--- src/rtl/lpc_sniffer_pkg.sv ---
// Shared constants and state encodings for the LPC/TPM sniffer datapath.
// DW (RECORD_DW) is common to the decoder, the ringbuffer and the UART drain.
package lpc_sniffer_pkg;

  localparam int         RECORD_DW            = 48;
  localparam int         DEFAULT_CLKS_PER_BIT = 104;  // 12 MHz / 115200 baud
  localparam logic [7:0] DEFAULT_TERM         = 8'h0A;

  typedef enum logic [1:0] {
    DRAIN_IDLE,
    DRAIN_POP,
    DRAIN_LOAD,
    DRAIN_SEND
  } drain_state_t;

  typedef enum logic [1:0] {
    BIT_IDLE,
    BIT_START,
    BIT_DATA,
    BIT_STOP
  } bit_state_t;

endpackage

--- src/rtl/uart_tx_byte.sv ---
// 8N1 byte serialiser. A start request during the last stop-bit cycle chains
// straight into the next start bit, so consecutive bytes have no idle gap.
module uart_tx_byte
  import lpc_sniffer_pkg::*;
#(
  parameter int CLKS_PER_BIT = DEFAULT_CLKS_PER_BIT
) (
  input  logic       clock,
  input  logic       reset,
  input  logic       start,
  input  logic [7:0] data,
  output logic       tx,
  output logic       done
);

  localparam int            CW       = (CLKS_PER_BIT > 1) ? $clog2(CLKS_PER_BIT) : 1;
  localparam logic [CW-1:0] CNT_LAST = CW'(CLKS_PER_BIT - 1);

  bit_state_t    state_reg, state_next;
  logic [CW-1:0] cnt_reg, cnt_next;
  logic [2:0]    bit_reg, bit_next;
  logic [7:0]    shift_reg, shift_next;
  logic          bit_end;

  assign bit_end = (cnt_reg == CNT_LAST);

  always_ff @(posedge clock) begin
    if (reset) begin
      state_reg <= BIT_IDLE;
      cnt_reg   <= '0;
      bit_reg   <= '0;
      shift_reg <= '0;
    end else begin
      state_reg <= state_next;
      cnt_reg   <= cnt_next;
      bit_reg   <= bit_next;
      shift_reg <= shift_next;
    end
  end

  always_comb begin
    state_next = state_reg;
    cnt_next   = cnt_reg;
    bit_next   = bit_reg;
    shift_next = shift_reg;
    done       = 1'b0;
    case (state_reg)
      BIT_IDLE: begin
        if (start) begin
          state_next = BIT_START;
          cnt_next   = '0;
          shift_next = data;
        end
      end
      BIT_START: begin
        if (bit_end) begin
          state_next = BIT_DATA;
          cnt_next   = '0;
          bit_next   = '0;
        end else begin
          cnt_next = cnt_reg + 1'b1;
        end
      end
      BIT_DATA: begin
        if (bit_end) begin
          cnt_next   = '0;
          shift_next = {1'b0, shift_reg[7:1]};
          if (bit_reg == 3'd7) begin
            state_next = BIT_STOP;
          end else begin
            bit_next = bit_reg + 1'b1;
          end
        end else begin
          cnt_next = cnt_reg + 1'b1;
        end
      end
      BIT_STOP: begin
        if (bit_end) begin
          done     = 1'b1;
          cnt_next = '0;
          if (start) begin
            state_next = BIT_START;
            shift_next = data;
          end else begin
            state_next = BIT_IDLE;
          end
        end else begin
          cnt_next = cnt_reg + 1'b1;
        end
      end
      default: state_next = BIT_IDLE;
    endcase
  end

  always_comb begin
    case (state_reg)
      BIT_START: tx = 1'b0;
      BIT_DATA:  tx = shift_reg[0];
      default:   tx = 1'b1;
    endcase
  end

endmodule

--- src/rtl/ringbuffer_uart_drain.sv ---
// Pops one record at a time from the sniffer ringbuffer and streams it over
// UART as DW/8 bytes (MSB byte first) followed by a terminator byte.
module ringbuffer_uart_drain
  import lpc_sniffer_pkg::*;
#(
  parameter int         DW           = RECORD_DW,
  parameter int         CLKS_PER_BIT = DEFAULT_CLKS_PER_BIT,
  parameter logic [7:0] TERM         = DEFAULT_TERM
) (
  input  logic          clock,
  input  logic          reset,
  input  logic          empty,
  input  logic          overflow,
  input  logic [DW-1:0] read_data,
  output logic          read_clock_enable,
  output logic          tx,
  output logic          busy,
  output logic          overflow_seen
);

  localparam int NB = DW / 8;
  localparam int IW = $clog2(NB + 1);

  if (DW % 8 != 0 || DW < 8 || CLKS_PER_BIT < 2) begin : g_param_check
    $error("ringbuffer_uart_drain: DW must be a non-zero multiple of 8 and CLKS_PER_BIT >= 2");
  end

  drain_state_t  state_reg, state_next;
  logic [DW-1:0] record_reg, record_next;
  logic [IW-1:0] index_reg, index_next;
  logic          overflow_seen_reg;
  logic [7:0]    frame_bytes [NB+1];
  logic          byte_start;
  logic [7:0]    byte_data;
  logic          byte_done;

  // Frame byte table: record bytes MSB-first, terminator in the last slot.
  genvar gi;
  for (gi = 0; gi < NB; gi++) begin : g_frame_bytes
    assign frame_bytes[gi] = record_reg[DW-1-8*gi -: 8];
  end
  assign frame_bytes[NB] = TERM;

  always_ff @(posedge clock) begin
    if (reset) begin
      state_reg         <= DRAIN_IDLE;
      record_reg        <= '0;
      index_reg         <= '0;
      overflow_seen_reg <= 1'b0;
    end else begin
      state_reg  <= state_next;
      record_reg <= record_next;
      index_reg  <= index_next;
      if (overflow) begin
        overflow_seen_reg <= 1'b1;
      end
    end
  end

  always_comb begin
    state_next  = state_reg;
    record_next = record_reg;
    index_next  = index_reg;
    byte_start  = 1'b0;
    byte_data   = '0;
    case (state_reg)
      DRAIN_IDLE: begin
        if (!empty) begin
          state_next = DRAIN_POP;
        end
      end
      DRAIN_POP: state_next = DRAIN_LOAD;
      DRAIN_LOAD: begin
        // The first byte comes straight from read_data so tx falls this edge.
        record_next = read_data;
        index_next  = '0;
        byte_start  = 1'b1;
        byte_data   = read_data[DW-1 -: 8];
        state_next  = DRAIN_SEND;
      end
      DRAIN_SEND: begin
        if (byte_done) begin
          if (index_reg < IW'(NB)) begin
            index_next = index_reg + 1'b1;
            byte_start = 1'b1;
            byte_data  = frame_bytes[index_next];
          end else begin
            state_next = DRAIN_IDLE;
          end
        end
      end
      default: state_next = DRAIN_IDLE;
    endcase
  end

  uart_tx_byte #(
    .CLKS_PER_BIT(CLKS_PER_BIT)
  ) u_tx_byte (
    .clock(clock),
    .reset(reset),
    .start(byte_start),
    .data (byte_data),
    .tx   (tx),
    .done (byte_done)
  );

  assign read_clock_enable = (state_reg == DRAIN_POP);
  assign busy              = (state_reg != DRAIN_IDLE);
  assign overflow_seen     = overflow_seen_reg;

endmodule

--- config.mk ---
export PLATFORM = sky130hd
export DESIGN_NAME = ringbuffer_uart_drain
export DESIGN_NICKNAME = d
export VERILOG_FILES = /design/src/rtl/lpc_sniffer_pkg.sv /design/src/rtl/uart_tx_byte.sv /design/src/rtl/ringbuffer_uart_drain.sv
export SDC_FILE = /design/constraint.sdc
export NUM_CORES = 1
export LEC_CHECK = 0
export CAP_MARGIN = 0
export CORE_ASPECT_RATIO = 1.2
export CORE_UTILIZATION = 58
export CTS_CLUSTER_SIZE = 16
export DETAILED_ROUTE_END_ITERATION = 10
export PLACE_DENSITY = 0.83
export REMOVE_ABC_BUFFERS = 1
export SYNTH_ARGS = -nofsm -noshare
export SYNTH_HDL_FRONTEND = slang
export SYNTH_SLANG_ARGS = --single-unit
--- constraint.sdc ---
create_clock -name clock -period 3.8 [get_ports clock]
set_clock_uncertainty 0.2 [all_clocks]
set_input_delay 0.76 -clock clock [delete_from_list [all_inputs] [get_ports clock]]
set_output_delay 0.76 -clock clock [all_outputs]
set_load 0.01 [all_outputs]
== Word level (Yosys, flattened, before mapping) ==
Index checks and enable logic that the tools add are counted.
Storage, ports and cells
  register bits: 74
  bits of input ports: 52
  output and inout bits: 4
Operators by class
  $add $sub $neg: 3
  $lt $le $gt $ge: 2
  eq/ne operators: 18
  multiplexer cells: 37
  bitwise operators: 1
  reductions and logical operators: 12
Operators with widths (count)
  $mux 8: 7
  $bmux 8 s3: 1
  $pmux 8 s3: 1
  $mux 2: 8
  $pmux 2 s4: 2
  $pmux 8 s2: 1
  $mux 3: 5
  $mux 7: 2
  $pmux 7 s2: 1
  $ne 2x2->1 const B: 6
  $pmux 3 s2: 2
  $reduce_and 3->1: 3
  $eq 2x2->1 const B: 4
  $ne 2x1->1 const B: 4
  $add 7x1->7 const B: 1
  $eq 7x7->1 const B: 1
  $add 3x1->3 const B: 2
  $reduce_bool 2->1: 3
  $mux 1: 5
  $reduce_and 5->1: 1
  $eq 2x1->1 const B: 2
  $ge 4x4->1 const B: 1
  $logic_not 2->1: 2
  $not 3->4: 1
  other kinds (6): 7

== Logic depth before layout (Yosys ltp) ==
  depth after elaboration: 11
  gate-level depth with buffers: 9
  mapped depth without buffers: 7

== Hierarchy ==
From an unflattened synthesis, not the netlist that was laid out.
Second synthesis, totals
  cell total of the unflattened synthesis: 384
  area total of the unflattened synthesis: 3728.6 um^2
By module, submodules not included
  ringbuffer_uart_drain: times used 1, cells each 250, area each 2529.9 um^2, seq. area each 1081.0 um^2
  uart_tx_byte: times used 1, cells each 134, area each 1198.6 um^2, seq. area each 400.4 um^2

== Least setup slack after synthesis ==
No wires, ideal clock.
  path type: register to register
  start point: register index_reg[1]
  end point: register u_tx_byte.shift_reg[6]
  library setup time: 0.132 ns
  arrival: 1.839 ns
  path slack: 1.630 ns
  stages on the path, launching flop included: 9
  cell sequence: dfxtp_1 > ha_1 > clkbuf_2 > clkbuf_1 > mux4_2 > nand2_1 > o311ai_0 > a221oi_1 > nor3_1
On the way
  cells in the longest elaborated chain, start to end: 11
  elaborated cells between the ends (all ways): 15
  those cells by class: 1 x add/sub; 1 x order compare; 12 x mux; 1 x bitwise
Ends and longest elaborated chain
  start: declaration: line ringbuffer_uart_drain.sv:30  | logic [IW-1:0] index_reg, index_next;
  start signal: assignment: line ringbuffer_uart_drain.sv:53  | index_reg <= index_next;
  $add 3x1->3: line ringbuffer_uart_drain.sv:84  | index_next = index_reg + 1'b1;
  $not 3->4 (not written as such): line ringbuffer_uart_drain.sv:86  | byte_data = frame_bytes[index_next];
  $bmux 8 s3: line ringbuffer_uart_drain.sv:86
  $mux 8 (not written as such) (2 in a row): line ringbuffer_uart_drain.sv:86
  $mux 8: line ringbuffer_uart_drain.sv:83  | if (index_reg < IW'(NB)) begin
  $mux 8: line ringbuffer_uart_drain.sv:82  | if (byte_done) begin
  $pmux 8 s2: line ringbuffer_uart_drain.sv:66  | case (state_reg)
  $mux 8 *: line uart_tx_byte.sv:49, uart_tx_byte.sv:81
  $mux 8: line uart_tx_byte.sv:78  | if (bit_end) begin
  $pmux 8 s3 *: line uart_tx_byte.sv:47  | case (state_reg)
  end signal: assignment: line uart_tx_byte.sv:37  | shift_reg <= shift_next;
  end: declaration: line uart_tx_byte.sv:22  | logic [7:0] shift_reg, shift_next;
Mark *: on every way between the ends. The rest lies on a longest branch, timed or not. The select of a mux whose other input is x is not followed.
A chain may end at the register's enable or synchronous reset.

== Worst setup path after layout ==
  start point: register u_tx_byte.state_reg[0]
  end point: output tx
On the way
  cells in the longest elaborated chain, start to end: 2
  elaborated cells between the ends (all ways): 3
  those cells by class: 2 x eq/ne; 1 x mux
Ends and longest elaborated chain
  start: declaration: line uart_tx_byte.sv:19  | bit_state_t state_reg, state_next;
  start signal: assignment: line uart_tx_byte.sv:34  | state_reg <= state_next;
  $eq 2x2->1 / $eq 2x1->1 (equally long branches): line uart_tx_byte.sv:96  | case (state_reg)
  $pmux 1 s2 *: line uart_tx_byte.sv:96
  end: declaration: line ringbuffer_uart_drain.sv:16  | output logic tx,
Mark *: on every way between the ends. The rest lies on a longest branch, timed or not.

==> impl_metrics.env <==
export IMPL_coreArea_um2=5781
export IMPL_reg2reg_depth=7
export IMPL_critical_path_top_delay_family="buffers and inverters"
export IMPL_drt_iter0_markers=213
export IMPL_fin_crit_ps=3379
export IMPL_rows=30
export IMPL_hold_buffers=0
export IMPL_hp_class="reg -> reg"
export IMPL_cellLeakagePower_uw=0.001563
export IMPL_largest_register_ffs=48
export IMPL_timing_hold_ws_ps=272.9
export IMPL_tritoncts="yes"
export IMPL_io_buffers=55
export IMPL_synthFlopType="dfxtp_1"
export IMPL_r2r_start="state_reg[0]"
export IMPL_final_common_cell="dfxtp_1"
export IMPL_viasPerCell=5.709
export IMPL_status="finished, final reports clean"
export IMPL_worstPathCellList="inv_1 -> ha_1 -> inv_1 -> mux2i_1 -> clkdlybuf4s50_1"
export IMPL_p_per_area_nw_per_um2=570.0
export IMPL_critPathKind="reg -> out"
export IMPL_worstHoldStart="record_reg[40]"
export IMPL_worstHoldPathCells=2
export IMPL_post_cts_buffers=0
export IMPL_gp_congestion=0.8264
export IMPL_numCtsBuffers=9
export IMPL_critPathLaunchType="flip-flop"
export IMPL_htree_levels=3
export IMPL_yosys_area_top_type="dfxtp_1"
export IMPL_final_cell_mix="74 x dfxtp_1, 59 x nor2_1, 54 x mux2i_1, 54 x clkdlybuf4s50_1, 28 x nand2_1"
export IMPL_clock_path_buffers=2
export IMPL_avgSynthCellArea_um2=9.455
export IMPL_final_setup_tns_ps=0
export IMPL_grt_total_usage_pct=25.78
export IMPL_critPathCaptureType="output port"
export IMPL_crit_fanout=18
export IMPL_hold_violations=0
export IMPL_synth_top_area_share_pct=41.56
export IMPL_path_clk_slew_ps=80
export IMPL_synth_edf_count=0
export IMPL_syn_area_um2=3565
export IMPL_multi_input_area_um2=1941
export IMPL_startpoint="u_tx_byte.state_reg[0]"
export IMPL_final_setup_viol_count=0
export IMPL_yosys_register_bits=74
export IMPL_yosysSeqAreaShare_pct=41.56
export IMPL_maxSlewHeadroom_pct=54.05
export IMPL_synthCells=377
export IMPL_pre_cts_ws_ps=831.5
export IMPL_ant_nets=0
export IMPL_async_flop_share_pct=0
export IMPL_start_util_pct=61.67
export IMPL_die_w_um=73.57
export IMPL_slowest_stage="ha_1"
export IMPL_dp_hpwl_um=5232
export IMPL_routed_wl_um=7628
export IMPL_num_nets_final=489
export IMPL_critPathMostFrequentCell="inv_1"
export IMPL_n_fill_cell=449
export IMPL_first_pass_iters=5
export IMPL_avgRoutedWirePerCell_um=15.02
export IMPL_root_buffer="clkbuf_8"
export IMPL_r2r_setup_slack_ps=1120
export IMPL_worstSkewPairLatency_ps=350
export IMPL_r2r_end="u_tx_byte.shift_reg[0]"
export IMPL_placed_cell_area_um2=4135
export IMPL_yosysUniqueCellTypes=45
export IMPL_crit_end="tx"
export IMPL_cts_resized=0
export IMPL_finalCritPeriodShare_pct=88.93
export IMPL_layout_drive_gt1_share_pct=8.645
export IMPL_required_ps=2840
export IMPL_area_delta_synth_final_pct=22.11
export IMPL_rsz0062_at_grt="no"
export IMPL_grt_overflow_total=0
export IMPL_seq_area_um2=1481
export IMPL_io_pins=56
export IMPL_grt_antenna_before_repair=0
export IMPL_drc=0
export IMPL_grt_first_pass_wirelength_um=12650
export IMPL_cp_depth=5
export IMPL_maxClockFrequency_mhz=295.9
export IMPL_diodes=0
export IMPL_fin_ws_ps=420.5
export IMPL_fp_dieH_um=87.88
export IMPL_synthTopCellsByArea="dfxtp_1 42%, mux2i_1 15%, nor2_1 6.2%"
export IMPL_worst_pin_slew_ps=684.1
export IMPL_stdcell_area_um2=4353
export IMPL_clock_sinks=74
export IMPL_drv_cap=0
export IMPL_grt_max_degree=34
export IMPL_cp_data_arrival_time_ps=2420
export IMPL_vias=2900
export IMPL_die_area_um2=6465
export IMPL_crit_path_max_incr_delay_ps=600
export IMPL_peakVddDrop_mv=0.3317
export IMPL_timing_final_max_slew_violations=0
export IMPL_grt_pass1_vias=2890
export IMPL_yosys_warnings=0
export IMPL_crit_buf_inv=3
==> report_power, final <==
part / switching [uW] / internal (uW) / total (uW)
Sequential: 75.4 / 900 / 975
Combinational: 442 / 401 / 843
Clock: 295 / 368 / 663
Total: 812 / 1670 / 2480
==> routing by layer <==
metal | vias up | global-route usage, % | routed length [um]
met5 | - | 0 | 0
met4 | 0 | 14.69 | 121
met3 | 15 | 5.293 | 248
met2 | 58 | 44.70 | 3931
met1 | 1392 | 29.22 | 3328
li1 | 1435 | - | -
==> per-stage QoR <==
step | std cells | util, % | power, uW
finish | 508 | 75.30 | 2481
global route | 508 | 75.30 | 2636
CTS | 508 | 75.30 | 2497
detailed placement | 492 | 71.54 | 1830
global placement | 492 | 71.54 | 1793
floorplan | 352 | - | 1602
==> tightest hold or removal path: cells and delay by family (launching register included) <==
family	cells	cell delay, ps
compound gates	1	50
flops	1	320
simple gates	1	60
==> synthesized netlist by cell type (all sizes together) (2+ instances only) <==
| cell type | count |
|---|---|
| a211oi | 6 |
| a21oi | 25 |
| a221oi | 5 |
| a222oi | 2 |
| a41oi | 2 |
| and2 | 3 |
| and3 | 4 |
| buf | 10 |
| clkbuf | 15 |
| dfxtp | 74 |
| ha | 14 |
| inv | 8 |
| mux2i | 54 |
| mux4 | 8 |
| nand2 | 28 |
| nand2b | 5 |
| nand3 | 8 |
| nand3b | 3 |
| nor2 | 59 |
| nor2b | 4 |
| nor3 | 8 |
| o21ai | 9 |
| o22ai | 2 |
| o311ai | 5 |
==> cells by family after synthesis <==
logic type,count (synthesis),synth area share [%]
fa+ha+maj,14,4.914
xor+xnor,1,0.2457
mux,62,20.22
flops,74,41.56
buf+inv,33,4.071
simple gates,129,16.95
compound gates,64,12.04
==> layout make-up <==
class / instances / area share [%]
clock inverters: 7 / 2.156
repair buffers: 60 / 13.39
multi-input cells: 270 / 44.58
well taps: 80 / 2.300
inverters: 8 / 0.6899
clock buffers: 9 / 2.846
flip-flops and latches: 74 / 34.03
==> worst min path at each step <==
stage / endpoint / slack (ps)
after global placement: u_tx_byte.cnt_reg[6] / 250
after detailed placement: record_reg[40] / 260
after floorplan: u_tx_byte.cnt_reg[6] / 220
after global routing: u_tx_byte.bit_reg[1] / 290
final: record_reg[40] / 270
after CTS: record_reg[40] / 270
Power figures use the tool's default switching activity.
